$ cat src/rtl/door_motor_drv.sv
// door_motor_drv: H-bridge driver placed after the door-control FSM.
// It turns the level-type open/close requests into bridge drive and enforces
// a dead time before any drive starts. A soft-start PWM ramp is applied, and
// a run-time watchdog latches a fault when a run lasts too long.
// Optional feature macro: DOOR_DRV_SOFTSTART_EN. When it is defined, the duty
// ramps up from RAMP_STEP. When it is not defined, drive is at full duty for
// the whole run.
module door_motor_drv #(
  parameter int DEAD_CYCLES     = 16,
  parameter int PWM_BITS        = 8,
  parameter int RAMP_STEP       = 8,
  parameter int TIMEOUT_PERIODS = 1000
) (
  input  logic              clk,
  input  logic              rst_n,
  input  logic              ena,
  input  logic              ma_req,
  input  logic              mc_req,
  input  logic              fault_clr,
  output logic              pwm_a,
  output logic              pwm_c,
  output logic              busy,
  output logic              fault,
  output logic [PWM_BITS:0] duty
);

  typedef enum logic [2:0] {IDLE, DEAD, RUN_A, RUN_C, FAULT} state_t;

  localparam int DCW = (DEAD_CYCLES > 1) ? $clog2(DEAD_CYCLES) : 1;
  localparam logic [DCW-1:0]      DCNT_LAST = DCW'(DEAD_CYCLES - 1);
  localparam logic [PWM_BITS-1:0] PCNT_MAX  = '1;
  localparam logic [PWM_BITS:0]   DUTY_FULL = {1'b1, {PWM_BITS{1'b0}}};
  localparam logic [15:0]         TCNT_LAST = 16'(TIMEOUT_PERIODS - 1);

`ifdef DOOR_DRV_SOFTSTART_EN
  localparam logic [PWM_BITS+1:0] STEP_W     = (PWM_BITS + 2)'(RAMP_STEP);
  localparam logic [PWM_BITS:0]   DUTY_START = STEP_W[PWM_BITS:0];
`else
  localparam logic [PWM_BITS:0]   DUTY_START = DUTY_FULL;
`endif

  state_t              state, state_n;
  logic                dir_c, dir_c_n;
  logic [DCW-1:0]      dcnt, dcnt_n;
  logic [PWM_BITS-1:0] pcnt, pcnt_n;
  logic [PWM_BITS:0]   duty_q, duty_n;
  logic [15:0]         tcnt, tcnt_n;
  logic                own_req, other_req;

`ifdef DOOR_DRV_SOFTSTART_EN
  logic [PWM_BITS+1:0] duty_sum;
  logic [PWM_BITS:0]   duty_ramp;

  // Next ramp value: add one step and saturate at 100 % duty.
  always_comb begin
    duty_sum  = {1'b0, duty_q} + STEP_W;
    duty_ramp = duty_q;
    if (duty_sum > {1'b0, DUTY_FULL}) begin
      duty_ramp = DUTY_FULL;
    end else begin
      duty_ramp = duty_sum[PWM_BITS:0];
    end
  end
`endif

  // State and datapath registers; a low ena freezes everything.
  always_ff @(posedge clk or negedge rst_n) begin
    if (!rst_n) begin
      state  <= IDLE;
      dir_c  <= 1'b0;
      dcnt   <= '0;
      pcnt   <= '0;
      duty_q <= '0;
      tcnt   <= '0;
    end else if (ena) begin
      state  <= state_n;
      dir_c  <= dir_c_n;
      dcnt   <= dcnt_n;
      pcnt   <= pcnt_n;
      duty_q <= duty_n;
      tcnt   <= tcnt_n;
    end
  end

  // Next-state logic. The conflict check comes first and overrides everything else.
  always_comb begin
    state_n   = state;
    dir_c_n   = dir_c;
    dcnt_n    = dcnt;
    pcnt_n    = pcnt;
    duty_n    = duty_q;
    tcnt_n    = tcnt;
    own_req   = dir_c ? mc_req : ma_req;
    other_req = dir_c ? ma_req : mc_req;

    if (ma_req && mc_req) begin
      state_n = FAULT;
      dcnt_n  = '0;
      pcnt_n  = '0;
      duty_n  = '0;
      tcnt_n  = '0;
    end else begin
      case (state)
        IDLE: begin
          if (ma_req != mc_req) begin
            state_n = DEAD;
            dir_c_n = mc_req;
            dcnt_n  = '0;
          end
        end
        DEAD: begin
          if (!own_req) begin
            state_n = IDLE;
            dcnt_n  = '0;
          end else if (dcnt == DCNT_LAST) begin
            state_n = dir_c ? RUN_C : RUN_A;
            dcnt_n  = '0;
            pcnt_n  = '0;
            duty_n  = DUTY_START;
            tcnt_n  = '0;
          end else begin
            dcnt_n = dcnt + DCW'(1);
          end
        end
        RUN_A, RUN_C: begin
          if (pcnt == PCNT_MAX && tcnt == TCNT_LAST) begin
            state_n = FAULT;
            pcnt_n  = '0;
            duty_n  = '0;
            tcnt_n  = '0;
          end else if (!own_req || other_req) begin
            state_n = IDLE;
            pcnt_n  = '0;
            duty_n  = '0;
            tcnt_n  = '0;
          end else begin
            pcnt_n = pcnt + PWM_BITS'(1);
            if (pcnt == PCNT_MAX) begin
              tcnt_n = tcnt + 16'd1;
`ifdef DOOR_DRV_SOFTSTART_EN
              duty_n = duty_ramp;
`endif
            end
          end
        end
        FAULT: begin
          if (fault_clr && !ma_req && !mc_req) begin
            state_n = IDLE;
          end
        end
        default: begin
          state_n = IDLE;
          pcnt_n  = '0;
          duty_n  = '0;
          tcnt_n  = '0;
          dcnt_n  = '0;
        end
      endcase
    end
  end

  // Output decode. It uses registered values only, so the bridge pins never glitch on inputs.
  always_comb begin
    pwm_a = (state == RUN_A) && ({1'b0, pcnt} < duty_q);
    pwm_c = (state == RUN_C) && ({1'b0, pcnt} < duty_q);
    busy  = (state == DEAD) || (state == RUN_A) || (state == RUN_C);
    fault = (state == FAULT);
    duty  = duty_q;
  end

endmodule

$ cat config.mk
export PLATFORM = sky130hd
export DESIGN_NAME = door_motor_drv
export DESIGN_NICKNAME = d
export VERILOG_FILES = /design/src/rtl/door_motor_drv.sv
export SDC_FILE = /design/constraint.sdc
export NUM_CORES = 1
export LEC_CHECK = 0
export CAP_MARGIN = 20
export CORE_ASPECT_RATIO = 1.2
export CORE_MARGIN = 5
export CORE_UTILIZATION = 56
export DETAILED_ROUTE_END_ITERATION = 10
export MAX_ROUTING_LAYER = met4
export PLACE_DENSITY = 0.85
export RECOVER_POWER = 50
export SETUP_SLACK_MARGIN = 0.15
export SYNTH_ARGS = -nofsm -noshare
export SYNTH_HDL_FRONTEND = slang
export SYNTH_SLANG_ARGS = --single-unit
$ cat constraint.sdc
create_clock -name clk -period 5.2 [get_ports clk]
set_clock_uncertainty 0.1 [all_clocks]
set_input_delay 1.04 -clock clk [delete_from_list [all_inputs] [get_ports clk]]
set_output_delay 1.04 -clock clk [all_outputs]
set_load 0.02 [all_outputs]
* Word level (Yosys, flattened, before mapping)
Index checks and enable logic that the tools add are counted.
Cells by class: eq/ne operators 17, reductions and logical operators 22, bitwise operators 1, multiplexer cells 35, magnitude comparators 1, $add $sub $neg 3
Operators by type and width (count):
- 16-bit 2-to-1 mux | 6
- 16-bit case mux with 3 select lines | 1
- 9-bit 2-to-1 mux | 5
- 8-bit 2-to-1 mux | 5
- 9-bit case mux with 3 select lines | 1
- 8-bit case mux with 3 select lines | 1
- 3-bit 2-to-1 mux | 7
- 16-bit by 1-bit adder with 16-bit output (second input constant) | 1
- 16-bit by 10-bit == test with 1-bit output (second input constant) | 1
- 4-bit 2-to-1 mux | 4
- 5-bit AND reduction | 3
- 3-bit case mux with 4 select lines | 1
- 4-bit case mux with 3 select lines | 1
- 8-bit by 9-bit less-than comparator with 1-bit output | 1
- 3-bit inequality test (second input constant) | 3
- 8-bit by 1-bit adder with 8-bit output (second input constant) | 1
- 8-bit == test (second input constant) | 1
- 4-bit inequality test (second input constant) | 2
- 4-bit AND reduction | 2
- 3-bit by 2-bit == test with 1-bit output (second input constant) | 2
- 1-bit logical AND | 6
- 5-bit inequality test (second input constant) | 1
- 4-bit by 1-bit adder with 4-bit output (second input constant) | 1
- 4-bit == test (second input constant) | 1
- 13 further kinds | 21
Storage, ports and cells: output and inout port bits 13, word-level logic and storage cells 85, input port bits 6, register bits after elaboration 41

* Logic depth before layout (Yosys ltp)
depth after elaboration 7, mapped depth 8, gate-level depth less buffers 7

* Worst setup path after synthesis
Ideal clock, no wire load.
path kind input to register, start point input port ma_req, end point register tcnt[2], library setup time 83 ps, stages 7, buffers on the path 1, path slack 2339 ps, arrival time 2678 ps, data required time 5017 ps, cells stage by stage ha_1 > or3b_1 > a21o_1 > buf_2 > a21o_4 > or4_1 > o21ai_0
Between the ends: longest elaborated chain between the ends 7, elaborated cells on any way between the ends 14, classes of those cells eq/ne (4); mux (6); reduce/logical (4)
RTL lines:
- start: declaration | RTL line 17 | input logic ma_req,
- 1-bit 2-to-1 mux | RTL line 93 | own_req = dir_c ? mc_req : ma_req;
- 1-bit zero test | RTL line 131 | end else if (!own_req || other_req) begin
- 1-bit logical OR | RTL line 131
- 16-bit 2-to-1 mux | RTL line 131
- 16-bit 2-to-1 mux | RTL line 126 | if (pcnt == PCNT_MAX && tcnt == TCNT_LAST) begin
- 16-bit case mux with 3 select lines | RTL line 103 | case (state)
- 16-bit 2-to-1 mux | RTL line 96 | if (ma_req && mc_req) begin
- end signal: assignment | RTL line 81 | tcnt <= tcnt_n;
- end: declaration | RTL line 47 | logic [15:0] tcnt, tcnt_n;
Several ways; a longest one is shown, not always the timed one. A chain may end at the register's enable or synchronous reset.

* Worst setup path in the final report
start point input port mc_req, end point register tcnt[12]
Between the ends: longest elaborated chain between the ends 7, elaborated cells on any way between the ends 14, classes of those cells eq/ne (4); mux (6); reduce/logical (4)
RTL lines:
- start: declaration | RTL line 18 | input logic mc_req,
- 1-bit 2-to-1 mux | RTL line 93
- 1-bit zero test | RTL line 131
- 1-bit logical OR | RTL line 131
- 16-bit 2-to-1 mux | RTL line 131
- 16-bit 2-to-1 mux | RTL line 126
- 16-bit case mux with 3 select lines | RTL line 103
- 16-bit 2-to-1 mux | RTL line 96
Several ways; a longest one is shown, not always the timed one.

==> reports/results.txt <==
The synthesized netlist occupies a cell area of 2150 sq um. The region available for standard cell placement spans 3660 sq um. The logs give 24 for the row count and 1750 for the number of global-route vias before repair. The floorplan step set the die width to 66.6 um. The pin count of the biggest net entering global routing is 34, and the average cell area after synthesis is 8.83 sq um. Setup violations remaining at the end of the flow were counted as 0.

The synthesized netlist devotes 22.8% of its cell area to compound gates. Of the available clock period, the critical path in the final layout requires 69.4%. The synthesized design devotes to its leading area cell type 38.3% of total area. The routed layout has 1867 vias. Remaining routing DRC violations: 0.

The run finished, with violations left. The number of distinct standard cells referenced by the synthesized netlist came out at 55. The die covers 5190 sq um. Leakage component of the power: 0.933 nW. Height of the chip: 77.9 um.

Before antenna repair, the detailed router went through 4 iterations. The buffers inserted during post-CTS setup optimization was 0; the met3 wirelength from detailed routing was 308 um. At the end of routability-driven placement, the weighted congestion stood at 0.920. CTS saw 33 sinks. The tools report the endpoint class of the critical path as a flip-flop. The quantity of I/O buffers inserted on ports is 10, and the multiplexer area fraction after synthesis is 1.63%.

The critical-path maximum fanout came out at 15. The final reports fail on capacitance limit, slew limit. For this run, the top clock speed supported by timing is 277 MHz. The wire length reported by the detailed router was 4760 um. TritonCTS built the clock tree. After the last flow step, the layout net total stands at 264. Excluding fillers, the count of instances in the completed layout stands at 305. Number of antenna violations at the first check in global routing: 0. In this run the tightest slew margin relative to its limit is -14.6%. No sink is reached through more buffers than the 2 on the longest clock path. The xor-xnor portion of the synthesized cell area came out at 0%. Dividing the detail-routed via count by the number of cells gives 6.12. The number of instances in the placed design is 298. The arrival time of the worst setup path came out at 3700 ps. The run gives 1 as the number of maximum-capacitance violations.

The layout overhead on the synthesized area is 8.37%. The startpoint type of the worst setup path is an input port. For the total met2 wirelength after detailed routing, the log shows 2220 um. In the final timing run, aggregate negative setup slack is 0 ps. After synthesis, the cell types taking the most area are dfrtp_1, o21ai_0, nand3_1. Area share of and/or/nand/nor cells after synthesis: 27.5%. The H-tree generated during clock tree synthesis spans 2 levels. The cell count after synthesis was 244. The logs give 0.152 mV for the worst-case vdd ir drop and 3370 um for the half-perimeter wire length of the detailed placement result. Once detail routing completed, the nets flagged for antenna violations numbered 0. Global routing consumed, over all layers together, 20.4% of the routing resources.

In this run the count of I/O pins placed on the die edge is 19. Minimum clock period: 3610 ps. The setup path with the least slack is of type input port to flip-flop.

The final number of hold-violating endpoints came out at 0. Buffers inserted during clock tree synthesis total 5. After synthesis, the largest family of logic cells by area is simple AND/OR/NAND/NOR gates. For this run, the number of Yosys warnings is 0. Data on the critical path is required at its endpoint by 5290 ps. The adder and majority cell fraction of the synthesized area works out to 2.91%. The tree is rooted in a clkbuf_8.

For the worst-skew pair, the clock arrives at the later sink with an insertion delay of 290 ps. The pin slew with the least headroom to its limit works out to 1720 ps. The min-delay analysis places its worst path in the category flip-flop to flip-flop. The longest individual stage delay on the worst path was 620 ps; the sequential cell area fraction in the yosys report was 38.3%.

In the final layout, the share of cells above drive strength 1 is 7.11%. The standard cell with the maximum stage delay on the critical path was dlygate4sd3_1. Synthesized flop and latch total: 33. Setup repair after global routing left no endpoint under its margin.

In the final routed layout, each cell accounts on average for 15.6 um. Once the clock tree was built, the resizer swapped 0 gates to a different size. The routed metal-1 wire length was 2160 um; the share of the core filled with cells in the final layout was 63.7%. The cell type contributing the most total cell area after synthesis was dfrtp_1. Signal routing reaches up to met4.

The layout has 322 filler cells. The post-layout total power is 0.766 mW, and the overall overflow remaining after global route is 0. Walking the worst path, the cells encountered are dlygate4sd3_1, ha_1, or3b_1, a21o_1, a21oi_2, nand2_1, o31ai_1. For the wire length of the first global-routing pass, the log shows 8090 um. The starting density of the core is 58.8%, and the CTS clock-pin slew for the worst setup and hold paths is 70 ps. For this design the ratio of total power to cell area is 328 nW/um^2. The max-slew violation count was 34; the violation count after the first detailed-routing iteration was 205. Hold-fix buffer count after cts: 0.

Number of diodes added for antenna fixing: 0.
-- synthesized netlist by cell type (all sizes together) --
library cell  number
a32o               1
nand3             18
dfrtp             33
a31oi              1
nand4              4
or3                5
inv               11
nor4               5
o2bb2ai            3
mux2               1
a41oi              1
a21o               3
and2               1
o211ai             4
nand3b             1
nor3              10
conb               1
a211o              3
nor2b              1
o311a              1
a2bb2oi            1
mux2i              2
or2                1
buf               12
clkbuf             4
ha                 5
nor2              19
a21boi             1
nand4b             2
and4               1
o21ai             25
a211oi             1
nand2             20
o31ai              7
nand2b             4
a22o               7
or3b               2
and3               3
a41o               1
a311oi             2
or4bb              2
or4                5
a21oi              9
-- metrics by stage --
step / instance area [sq um] / setup WS [ps] / hold slack (ps)
2_1_floorplan: 2180 / 2340 / 346
3_3_place_gp: 2250 / 1510 / 375
3_5_place_dp: 2250 / 1410 / 380
4_1_cts: 2340 / 1710 / 391
5_1_grt: 2330 / 1390 / 427
6_report: 2330 / 1590 / 388
-- critical path, delay by kind of cell --
family / cells / cell delay, ps
buffers and inverters: 1 / 620
adder cells (fa/ha/maj): 1 / 260
AO/OA/AOI/OAI: 3 / 1130
AND/OR/NAND/NOR: 2 / 640
-- flip-flops by register name, indices dropped and copies added, names as in the netlist --
name   count
dcnt       4
pcnt       8
tcnt      16
dir_c      1
state      3
duty       1
-- worst paths after layout --
kind	start	end	slack (ps)	cells past startpoint
max	mc_req	tcnt[12]	1590	7
min	dcnt[3]	dcnt[3]	390	1
max reg2reg	tcnt[0]	tcnt[10]	2570	6
min reg2reg	dcnt[3]	dcnt[3]	390	1
max in group asynchronous	rst_n	pcnt[3]	2370	2
min in group asynchronous	rst_n	tcnt[8]	1630	2
-- where the power goes --
group / switching (mW) / internal [mW]
logic: 0.157 / 0.0956
clock network: 0.0917 / 0.105
registers: 0.0375 / 0.280
total: 0.286 / 0.480
-- cell usage in the layout, fill, tap and decap left out, types with 6 or more instances in the layout --
| cell | n |
|---|---|
| clkdlybuf4s50_1 | 7 |
| a21oi_1 | 8 |
| o31ai_1 | 7 |
| dfrtp_1 | 33 |
| o21ai_0 | 22 |
| clkbuf_8 | 6 |
| nand2_1 | 20 |
| conb_1 | 8 |
| nand3_1 | 18 |
| a22o_1 | 7 |
| inv_1 | 11 |
| nor3_1 | 9 |
| nor2_1 | 17 |
-- final cells by class --
class | count | area [sq um] | share of cell area [%]
Clock buffer | 7 | 86.3 | 3.70
Sequential cell | 33 | 826 | 35.4
Inverter | 11 | 41.3 | 1.77
Multi-Input combinational cell | 191 | 1210 | 51.9
Timing Repair Buffer | 11 | 104 | 4.45
Tap cell | 52 | 65.1 | 2.79
-- logic make-up after synthesis --
family,count (synthesis)
adders and majority gates,5
and+or+nand+nor,104
AOI/OAI and AO/OA,71
buffers and inverters,27
DFF,33
other,1
muxes,3
-- layer usage --
layer / vias up / GRT usage [%]
li1: 923 / -
met1: 870 / 25.7
met2: 66 / 30.9
met3: 8 / 4.62
met4: 0 / 9.35
met5: - / -
Power figures use the tool's default switching activity.
